## config.mk

```make
export PLATFORM = sky130hd
export DESIGN_NAME = mem_access_stage
export DESIGN_NICKNAME = d
export VERILOG_FILES = /design/src/rtl/mem_stage_pkg.sv /design/src/rtl/lsu_align.sv /design/src/rtl/mem_access_stage.sv
export SDC_FILE = /design/constraint.sdc
export NUM_CORES = 1
export LEC_CHECK = 0
export ABC_AREA = 1
export BUFFER_PORTS_ARGS = -buffer_cell sky130_fd_sc_hd__buf_2
export CORE_UTILIZATION = 51
export CTS_BUF_LIST = sky130_fd_sc_hd__clkbuf_4 sky130_fd_sc_hd__clkbuf_8
export CTS_CLUSTER_SIZE = 30
export DETAILED_ROUTE_END_ITERATION = 8
export HOLD_SLACK_MARGIN = 0.12
export PLACE_DENSITY = 0.9
export SYNTH_ARGS = -nofsm -noshare
export SYNTH_HDL_FRONTEND = slang
export SYNTH_SLANG_ARGS = --single-unit
export TNS_END_PERCENT = 100
```

## constraint.sdc

```tcl
create_clock -name clk -period 2.25 [get_ports clk]
set_clock_uncertainty 0.05 [all_clocks]
set_input_delay 0.45 -clock clk [delete_from_list [all_inputs] [get_ports clk]]
set_output_delay 0.45 -clock clk [all_outputs]
set_load 0.05 [all_outputs]
```

## src/rtl/mem_stage_pkg.sv

```systemverilog
// mem_stage_pkg: shared funct3 codes, MEM-stage FSM states, byte-enable type and access-size helpers.
package mem_stage_pkg;
    localparam logic [2:0] F3_LB  = 3'b000;
    localparam logic [2:0] F3_LH  = 3'b001;
    localparam logic [2:0] F3_LW  = 3'b010;
    localparam logic [2:0] F3_LBU = 3'b100;
    localparam logic [2:0] F3_LHU = 3'b101;

    typedef enum logic {IDLE = 1'b0, ACCESS = 1'b1} state_t;
    typedef logic [3:0] be_t;

    // Any funct3 that is not byte or half falls back to a word access.
    function automatic logic is_byte(input logic [2:0] f3);
        return (f3 == F3_LB) || (f3 == F3_LBU);
    endfunction

    function automatic logic is_half(input logic [2:0] f3);
        return (f3 == F3_LH) || (f3 == F3_LHU);
    endfunction

    function automatic logic is_misaligned(input logic [2:0] f3, input logic [1:0] a);
        return (is_half(f3) & a[0]) | (!is_byte(f3) & !is_half(f3) & (|a));
    endfunction
endpackage

```

## src/rtl/lsu_align.sv

```systemverilog
// lsu_align: combinational lane steering for data-memory accesses.
//   i_lane       address bits [1:0]
//   i_funct3     access size/sign
//   i_store_data rs2 value, replicated across lanes on o_wdata
//   i_rdata      raw memory word, extracted/extended onto o_load_data
//   o_be         byte enables for the access
module lsu_align
    import mem_stage_pkg::*;
(
    input  logic [1:0]  i_lane,
    input  logic [2:0]  i_funct3,
    input  logic [31:0] i_store_data,
    input  logic [31:0] i_rdata,
    output be_t         o_be,
    output logic [31:0] o_wdata,
    output logic [31:0] o_load_data
);
    logic        w_byte;
    logic        w_half;
    logic        w_signed;
    logic [1:0]  w_off;
    logic [31:0] w_shifted;

    always_comb begin
        w_byte      = is_byte(i_funct3);
        w_half      = is_half(i_funct3);
        w_signed    = (i_funct3 == F3_LB) || (i_funct3 == F3_LH);
        // Halves ignore a[0] and words ignore a[1:0]: misaligned accesses are truncated.
        w_off       = w_byte ? i_lane : w_half ? {i_lane[1], 1'b0} : 2'b00;
        o_be        = w_byte ? be_t'(4'b0001 << w_off) : w_half ? be_t'(4'b0011 << w_off) : 4'b1111;
        o_wdata     = w_byte ? {4{i_store_data[7:0]}} : w_half ? {2{i_store_data[15:0]}} : i_store_data;
        w_shifted   = i_rdata >> {w_off, 3'b000};
        o_load_data = w_byte ? {{24{w_signed & w_shifted[7]}}, w_shifted[7:0]}
                    : w_half ? {{16{w_signed & w_shifted[15]}}, w_shifted[15:0]}
                    : i_rdata;
    end
endmodule

```

## src/rtl/mem_access_stage.sv

```systemverilog
// mem_access_stage: RISC-V MEM stage with ready-handshaked data memory and MEM/WB register.
//   EX/MEM in : in_valid_i, alu_result_i, store_data_i, mem_read_i, mem_write_i, funct3_i, reg_write_i, rd_i
//   stall_o   : holds EX/MEM and earlier stages while a memory access is pending
//   dmem_*    : request/we/word address/byte enables/write data out, ready/rdata in
//   wb_*      : registered MEM/WB slot
//   misalign_o: present only when MEM_MISALIGN_TRAP_EN is defined
module mem_access_stage
    import mem_stage_pkg::*;
#(
    parameter int ADDR_W    = 32,
    parameter int RF_ADDR_W = 5
) (
    input  logic                 clk,
    input  logic                 reset,
    input  logic                 in_valid_i,
    input  logic [31:0]          alu_result_i,
    input  logic [31:0]          store_data_i,
    input  logic                 mem_read_i,
    input  logic                 mem_write_i,
    input  logic [2:0]           funct3_i,
    input  logic                 reg_write_i,
    input  logic [RF_ADDR_W-1:0] rd_i,
    output logic                 stall_o,
    output logic                 dmem_req_o,
    output logic                 dmem_we_o,
    output logic [ADDR_W-1:0]    dmem_addr_o,
    output logic [3:0]           dmem_be_o,
    output logic [31:0]          dmem_wdata_o,
    input  logic                 dmem_ready_i,
    input  logic [31:0]          dmem_rdata_i,
    output logic                 wb_valid_o,
    output logic [31:0]          wb_data_o,
    output logic                 wb_reg_write_o,
`ifdef MEM_MISALIGN_TRAP_EN
    output logic                 misalign_o,
`endif
    output logic [RF_ADDR_W-1:0] wb_rd_o
);
    state_t               r_state;
    logic [ADDR_W-1:0]    r_addr;
    logic [1:0]           r_lane;
    logic [2:0]           r_funct3;
    logic                 r_we;
    be_t                  r_be;
    logic [31:0]          r_wdata;
    logic                 r_reg_write;
    logic [RF_ADDR_W-1:0] r_rd;
    logic                 r_wb_valid;
    logic [31:0]          r_wb_data;
    logic                 r_wb_reg_write;
    logic [RF_ADDR_W-1:0] r_wb_rd;
`ifdef MEM_MISALIGN_TRAP_EN
    logic                 r_misalign;
`endif
    logic                 w_misalign;
    logic                 w_mem_op;
    logic [1:0]           w_lane;
    logic [2:0]           w_funct3;
    be_t                  w_be;
    logic [31:0]          w_wdata;
    logic [31:0]          w_load_data;

    always_comb begin
`ifdef MEM_MISALIGN_TRAP_EN
        w_misalign = in_valid_i & (mem_read_i | mem_write_i) & is_misaligned(funct3_i, alu_result_i[1:0]);
`else
        w_misalign = 1'b0;
`endif
        w_mem_op = in_valid_i & (mem_read_i | mem_write_i) & !w_misalign;
        // The aligner serves the incoming op in IDLE and the latched op in ACCESS.
        w_lane   = (r_state == ACCESS) ? r_lane : alu_result_i[1:0];
        w_funct3 = (r_state == ACCESS) ? r_funct3 : funct3_i;
        stall_o  = (r_state == ACCESS) ? !dmem_ready_i : w_mem_op;
    end

    lsu_align u_align (
        .i_lane       (w_lane),
        .i_funct3     (w_funct3),
        .i_store_data (store_data_i),
        .i_rdata      (dmem_rdata_i),
        .o_be         (w_be),
        .o_wdata      (w_wdata),
        .o_load_data  (w_load_data)
    );

    always_ff @(posedge clk or negedge reset) begin
        if (!reset) begin
            r_state        <= IDLE;
            r_addr         <= '0;
            r_lane         <= '0;
            r_funct3       <= '0;
            r_we           <= 1'b0;
            r_be           <= '0;
            r_wdata        <= '0;
            r_reg_write    <= 1'b0;
            r_rd           <= '0;
            r_wb_valid     <= 1'b0;
            r_wb_data      <= '0;
            r_wb_reg_write <= 1'b0;
            r_wb_rd        <= '0;
`ifdef MEM_MISALIGN_TRAP_EN
            r_misalign     <= 1'b0;
`endif
        end else if (r_state == IDLE) begin
`ifdef MEM_MISALIGN_TRAP_EN
            r_misalign <= w_misalign;
`endif
            if (w_mem_op) begin
                r_state        <= ACCESS;
                r_addr         <= {alu_result_i[ADDR_W-1:2], 2'b00};
                r_lane         <= alu_result_i[1:0];
                r_funct3       <= funct3_i;
                // A simultaneous read and write is treated as a load.
                r_we           <= mem_write_i & !mem_read_i;
                r_be           <= w_be;
                r_wdata        <= w_wdata;
                r_reg_write    <= reg_write_i;
                r_rd           <= rd_i;
                r_wb_valid     <= 1'b0;
                r_wb_reg_write <= 1'b0;
            end else begin
                r_wb_valid     <= in_valid_i;
                r_wb_data      <= alu_result_i;
                r_wb_rd        <= rd_i;
                r_wb_reg_write <= in_valid_i & reg_write_i & (rd_i != '0) & !w_misalign;
            end
        end else if (dmem_ready_i) begin
            r_state        <= IDLE;
            r_wb_valid     <= 1'b1;
            r_wb_data      <= w_load_data;
            r_wb_rd        <= r_rd;
            r_wb_reg_write <= !r_we & r_reg_write & (r_rd != '0);
        end
    end

    assign dmem_req_o     = (r_state == ACCESS);
    assign dmem_we_o      = r_we;
    assign dmem_addr_o    = r_addr;
    assign dmem_be_o      = r_be;
    assign dmem_wdata_o   = r_wdata;
    assign wb_valid_o     = r_wb_valid;
    assign wb_data_o      = r_wb_data;
    assign wb_reg_write_o = r_wb_reg_write;
    assign wb_rd_o        = r_wb_rd;
`ifdef MEM_MISALIGN_TRAP_EN
    assign misalign_o     = r_misalign;
`endif
endmodule

```

==> out/results.ini, run 1 <==
[global_routing]
antenna_found_initial=0
grt_max_degree=95
grt_pass1_wl_um=29480
grt_pass1_vias=5933
overflow=0
track_usage_pct=30.46

[flow_run]
drv_cap=0

[sta]
tightest_slew_ns=0.5649
fmax_mhz=455.3
finalCriticalPeriod_ns=2.197
timing.final.hold_violations=0
grt_setup_unrepaired=true
slew_headroom_pct=62.34
final_max_slew_viol_count=0
setup_ws_ns=0.05344
holdWs_ns=0.1919
period_share_pct=97.63
setup_violations=0

[clock_tree]
cts_buffers=17
cts_root_buf=clkbuf_8
cts_tree=built
htreeDepth=4
clock_latency_ns=0.42
path_clk_slew_ns=0.07
cts_buffer_depth=2
cts.sink_count=118

[worst_setup_path]
crit_path_start=dmem_req_o$_DFF_PN0_
endpoint_kind=flop
critPathTopFamily=simple AND/OR/NAND/NOR gates
crit_buf_inv=2
cpMostUsedCell=buf_4
crit_type=reg2reg
slowest_stage=dfrtp_2
r2r_start=dmem_req_o$_DFF_PN0_
start_kind=flop
required_ns=2.49
max_stage_delay_ns=0.48
arrival_ns=2.44
worstPathMaxFanout=15
cp_cell_sequence=buf_4 -> buf_4 -> nand2_2 -> nand2_4 -> nor2_8 -> nand3_1 -> or2_0 -> nand4_1 -> a21oi_1

[floorplanning]
fp.dieArea_um2=12200
initial_core_util_pct=52.54
core_area_um2=11420
fp-row-count=39
dieWidth_um=110.5
ios=221
dieHeight_um=110.5

[synth]
seq_area_frac_synth_pct=49.22
synth_top_area_share_pct=49.22
synthTopCellsByArea=dfrtp_1 (49%), nand2_1 (18%), a21oi_1 (6.2%), o21ai_0 (3.8%), nor2_1 (3.6%)
yosysWarnings=0
synth_seq_cells=118
yosys-top-cells-count=nand2_1 (288), dfrtp_1 (118), a21oi_1 (74), nor2_1 (58), inv_1 (52)
synth_cell_types=35
synthAdderAreaFrac_pct=0
synth_edf_count=0
synth_compound_area_share_pct=12.87
syn_avg_cell_area_um2=7.547
synth_top_family_by_area=simple AND/OR/NAND/NOR gates
async_reset_ff_share_pct=100.0
yosysTopAreaCell=dfrtp_1
synth_flop_cell=dfrtp_1
synth_mux_area_share_pct=0
syn_inst=795
synth_most_common_cell=nand2_1
yosys.area_share.simple_pct=30.26
syn_area_um2=6000
synth-xor-area-share_pct=0

[detailed_routing]
via_count=6276
ant_nets=0
dr.first_iter.drc_count=490
drcViolationCount=0
dr.pass1.iters=5
vias_per_cell=5.378
routedWlPerCell_um=15.75
drt_wl_total_um=18380

[final_layout]
nets=1125
antenna_cells=0
fill_cells=984
drive_gt1_share_pct=29.88
syn_to_final_growth_pct=28.53

[power_and_ir_drop]
p_total_w=0.008932
power.density_nw_per_um2=1158
p_leak_nw=4.244
peakVddDrop_v=0.0006715

[min_path]
min_path_type=in2reg
min_from=mem_read_i

[place]
io_buffers=218
place_ws_ns=0.1156
place.gp.congestion=0.9833
dp_hpwl_um=13320

[outcome]
status=finished, final reports clean

kinds of logic after synthesis:
kind of cell	count (synthesis)
other	1
AO/OA/AOI/OAI	145
buffers and inverters	104
flip-flops	118
AND/OR/NAND/NOR	427
placed cells by master, fill, tap and decap left out, types with 2 or more instances in the layout:
master    count
or2_0         4
nand2_2       9
a31oi_1      17
conb_1        2
o21ai_0      45
a21oi_1      74
clkbuf_4      4
clkbuf_8     20
dfrtp_1     117
nand4_1      11
inv_1        52
a21boi_0      2
o21ai_2       2
buf_2       217
clkinv_2      4
inv_2         2
buf_12        4
buf_4        24
nand2_4       5
nor2_8        2
nor2_1       56
nor2_2        4
nand2_1     287
nand3_1      41
metal layers:
metal  share of wire [%]  wire, um  vias to the layer above  GRT usage (%)
li1                    -         -                     2973              -
met5                   0         0                        -              0
met2                  47      8551                      345          46.63
met3                 7.2      1326                       52          5.159
met4                 3.6       655                        0          15.38
met1                  43      7845                     2906          41.93
power by group:
group          switching, W  total (W)  internal [W]
registers          0.000317    0.00298       0.00267
logic               0.00317    0.00416      0.000995
clock network      0.000803    0.00179      0.000984
final cells by class:
type	count	area (um2)	area share [%]
clock buffer	24	305.3	3.959
inverter	56	215.2	2.791
sequential	118	2954	38.31
tap	143	178.9	2.320
multi-input combinational	574	2626	34.06
timing repair buffer	247	1381	17.91
clock inverter	5	50.05	0.6490
per-stage QoR:
stage	area (um2)	std cells	util (%)	TNS, ns
after floorplan	6005	796	-	0
after global placement	7249	1132	63.49	0
after global routing	7711	1167	67.53	-0.03853
after CTS	7657	1165	67.06	0
final	7711	1167	67.53	0
after detailed placement	7249	1132	63.49	0
sequential cells by signal, indices dropped and copies added, names as in the netlist:
| signal | flops |
|---|---|
| wb_valid_o | 1 |
| dmem_wdata_o | 32 |
| dmem_be_o | 4 |
| r_lane | 2 |
| r_reg_write | 1 |
| r_funct3 | 3 |
| wb_reg_write_o | 1 |
| dmem_req_o | 1 |
| wb_data_o | 32 |
| dmem_addr_o | 30 |
| wb_rd_o | 5 |
| dmem_we_o | 1 |
| r_rd | 5 |
worst reg2reg max path, stage by stage (launching register included):
cell and delay [ns]:
dfrtp_2 0.48, buf_4 0.18, buf_4 0.19, nand2_2 0.10
nand2_4 0.12, nor2_8 0.20, nand3_1 0.20, or2_0 0.27
nand4_1 0.17, a21oi_1 0.12
path summary, 6_finish.rpt:
| path | to | slack [ns] | cells after the start |
|---|---|---|---|
| worst max-delay path | wb_data_o[1]$_DFFE_PN0P_ | 0.05 | 9 |
| worst min-delay path | dmem_we_o$_DFFE_PN0P_ | 0.19 | 2 |
| worst max register to register | wb_data_o[1]$_DFFE_PN0P_ | 0.05 | 9 |
| worst min register to register | dmem_wdata_o[4]$_DFFE_PN0P_ | 0.43 | 2 |
| max in group asynchronous | dmem_req_o$_DFF_PN0_ | 0.99 | 3 |
| min in group asynchronous | wb_data_o[24]$_DFFE_PN0P_ | 0.52 | 2 |
timing repair:
action / in CTS / in global routing
pin swaps: 0 / 1
endpoints found under the setup margin: 1 / 26
gates resized for setup: 6 / 4
hold buffers: 1 / 0
buffers inserted: 3 / 1
gates cloned: 0 / 1
hold endpoints to repair: 39 / 0
No activity file was read; power rests on OpenSTA's default activity.
==> inputs of run 2 (changes only) <==
--- a/config.mk
+++ b/config.mk
@@ -6,13 +6,14 @@
 export NUM_CORES = 1
 export LEC_CHECK = 0
 export ABC_AREA = 1
-export BUFFER_PORTS_ARGS = -buffer_cell sky130_fd_sc_hd__buf_2
+export BUFFER_PORTS_ARGS = -buffer_cell sky130_fd_sc_hd__clkbuf_2
 export CORE_UTILIZATION = 51
 export CTS_BUF_LIST = sky130_fd_sc_hd__clkbuf_4 sky130_fd_sc_hd__clkbuf_8
 export CTS_CLUSTER_SIZE = 30
 export DETAILED_ROUTE_END_ITERATION = 8
 export HOLD_SLACK_MARGIN = 0.12
 export PLACE_DENSITY = 0.9
+export RECOVER_POWER = 50
 export SYNTH_ARGS = -nofsm -noshare
 export SYNTH_HDL_FRONTEND = slang
 export SYNTH_SLANG_ARGS = --single-unit
==> out/results.ini, run 2 (synthesis results as in run 1) <==
[sta]
finalCriticalPeriod_ns=2.159  ; -0.03719 ns
tightest_slew_ns=0.9781  ; +0.4132 ns
final_max_slew_viol_count=0  ; unchanged
setup_ws_ns=0.09063  ; +0.03719 ns
period_share_pct=95.97  ; -1.7 points
setup_violations=0  ; unchanged
fmax_mhz=463.1  ; +1.7%
slew_headroom_pct=34.79  ; -28 points
timing.final.hold_violations=0  ; unchanged

[detailed_routing]
vias_per_cell=5.382  ; about the same
ant_nets=0  ; unchanged
via_count=6275  ; -0.016%
drt_wl_total_um=18260  ; -0.66%
routedWlPerCell_um=15.66  ; -0.58%
dr.pass1.iters=6  ; +1
drcViolationCount=0  ; unchanged
dr.first_iter.drc_count=554  ; +13%

[clock_tree]
cts_buffers=17  ; unchanged
clock_latency_ns=0.44  ; +0.02 ns
cts_buffer_depth=2  ; unchanged
htreeDepth=4  ; unchanged
cts.sink_count=118  ; unchanged
path_clk_slew_ns=0.07  ; about the same
cts_tree=built
cts_root_buf=clkbuf_8

[final_layout]
syn_to_final_growth_pct=28.20
nets=1121  ; -0.36%
antenna_cells=0  ; unchanged
final_cell_mix=nand2_1 (287), clkbuf_2 (200), dfrtp_1 (117), a21oi_1 (73), nor2_1 (58)
drive_gt1_share_pct=27.86  ; -2.0 points
post-route-util_pct=67.36  ; -0.18 points
layout_commonest_cell=nand2_1

[power_and_ir_drop]
p_leak_nw=4.216  ; -0.67%
peakVddDrop_v=0.0006622  ; -1.4%
power.density_nw_per_um2=1206  ; +4.1%

[floorplanning]
core_area_um2=11420  ; unchanged
fp.dieArea_um2=12200  ; unchanged
ios=221  ; unchanged
dieHeight_um=110.5  ; unchanged
initial_core_util_pct=52.54  ; unchanged
fp-row-count=39  ; unchanged
dieWidth_um=110.5  ; unchanged

[worst_setup_path]
endpoint_kind=output pin
r2r_cells=11  ; +2
arrival_ns=1.66  ; -0.78 ns
start_kind=flop
crit_type=reg2out
required_ns=1.75  ; -0.74 ns
worstPathMaxFanout=16  ; +1

[place]
place.gp.congestion=1.018  ; +3.5%
dp_hpwl_um=13270  ; -0.41%
io_buffers=218  ; unchanged
place_ws_ns=0.1707  ; +0.05507 ns

[min_path]
min_path_cells=3  ; +1
min_path_type=in2reg

[outcome]
status=finished, final reports clean

[global_routing]
grt_pass1_wl_um=29740  ; +0.87%
antenna_found_initial=0  ; unchanged
grt_max_degree=95  ; unchanged
track_usage_pct=30.57  ; +0.11 points
overflow=0  ; unchanged
grt_pass1_vias=5987  ; +0.91%

[flow_run]
drv_cap=0  ; unchanged

==> run 2: critical path, stage by stage (launching register included) <==
cell and delay (ns):
dfrtp_2 0.44, inv_4 0.15, buf_12 0.17, nor2_1 0.06
nor2_2 0.13, inv_2 0.06, buf_2 0.21
==> run 2: worst paths after layout <==
path / end / slack [ns] / from
min in group asynchronous: dmem_addr_o[16]$_DFFE_PN0P_ / 0.55 / reset
hold reg to reg: wb_data_o[23]$_DFFE_PN0P_ / 0.43 / wb_data_o[23]$_DFFE_PN0P_
max in group asynchronous: dmem_addr_o[4]$_DFFE_PN0P_ / 0.33 / reset
hold / removal: r_reg_write$_DFFE_PN0P_ / 0.17 / reg_write_i
setup reg to reg: wb_data_o[3]$_DFFE_PN0P_ / 0.18 / dmem_req_o$_DFF_PN0_
setup / recovery: stall_o / 0.09 / dmem_req_o$_DFF_PN0_
==> run 2: what timing repair did <==
action / CTS / global route
setup buffers: 0 / 0
endpoints found under the setup margin: 1 / 26
gates cloned: 0 / 1
gates resized for setup: 4 / 4
endpoints found under the hold margin: 28 / 0
hold buffers: 1 / 0
==> run 2: cell type report <==
cell class	instances	area, um2
fillers	984	3727
flip-flops and latches	118	2954
multi-input cells	574	2616
repair buffers	243	1280
clock buffers	20	275.3
inverters	56	212.7
well taps	143	178.9
clock inverters	12	173.9
==> run 2: stage by stage <==
| step | instances | power, W | TNS, ns | hold slack (ns) | cell area [um2] |
|---|---|---|---|---|---|
| detailed placement | 1132 | 0.007089 | 0 | 0.3658 | 7249 |
| CTS | 1165 | 0.009283 | 0 | 0.1554 | 7724 |
| floorplan | 796 | 0.005997 | 0 | 0.1044 | 6005 |
| finish | 1166 | 0.009273 | 0 | 0.1661 | 7691 |
| global placement | 1132 | 0.007010 | 0 | 0.3663 | 7249 |
| global route | 1166 | 0.009722 | -0.005665 | 0.1648 | 7691 |
==> run 2: layer usage <==
layer	track usage (%)	wire length [um]	vias to the layer above
li1	-	-	2974
met1	41.55	7690	2917
met2	47.37	8427	327
met3	5.214	1448	57
met4	15.20	690	0
met5	0	0	-
==> run 2: power by group <==
| part | total, W | switching (W) | internal (W) |
|---|---|---|---|
| logic | 0.00409 | 0.00316 | 0.000926 |
| clock network | 0.00219 | 0.000899 | 0.00129 |
| registers | 0.00299 | 0.000329 | 0.00267 |
| total | 0.00927 | 0.00439 | 0.00488 |
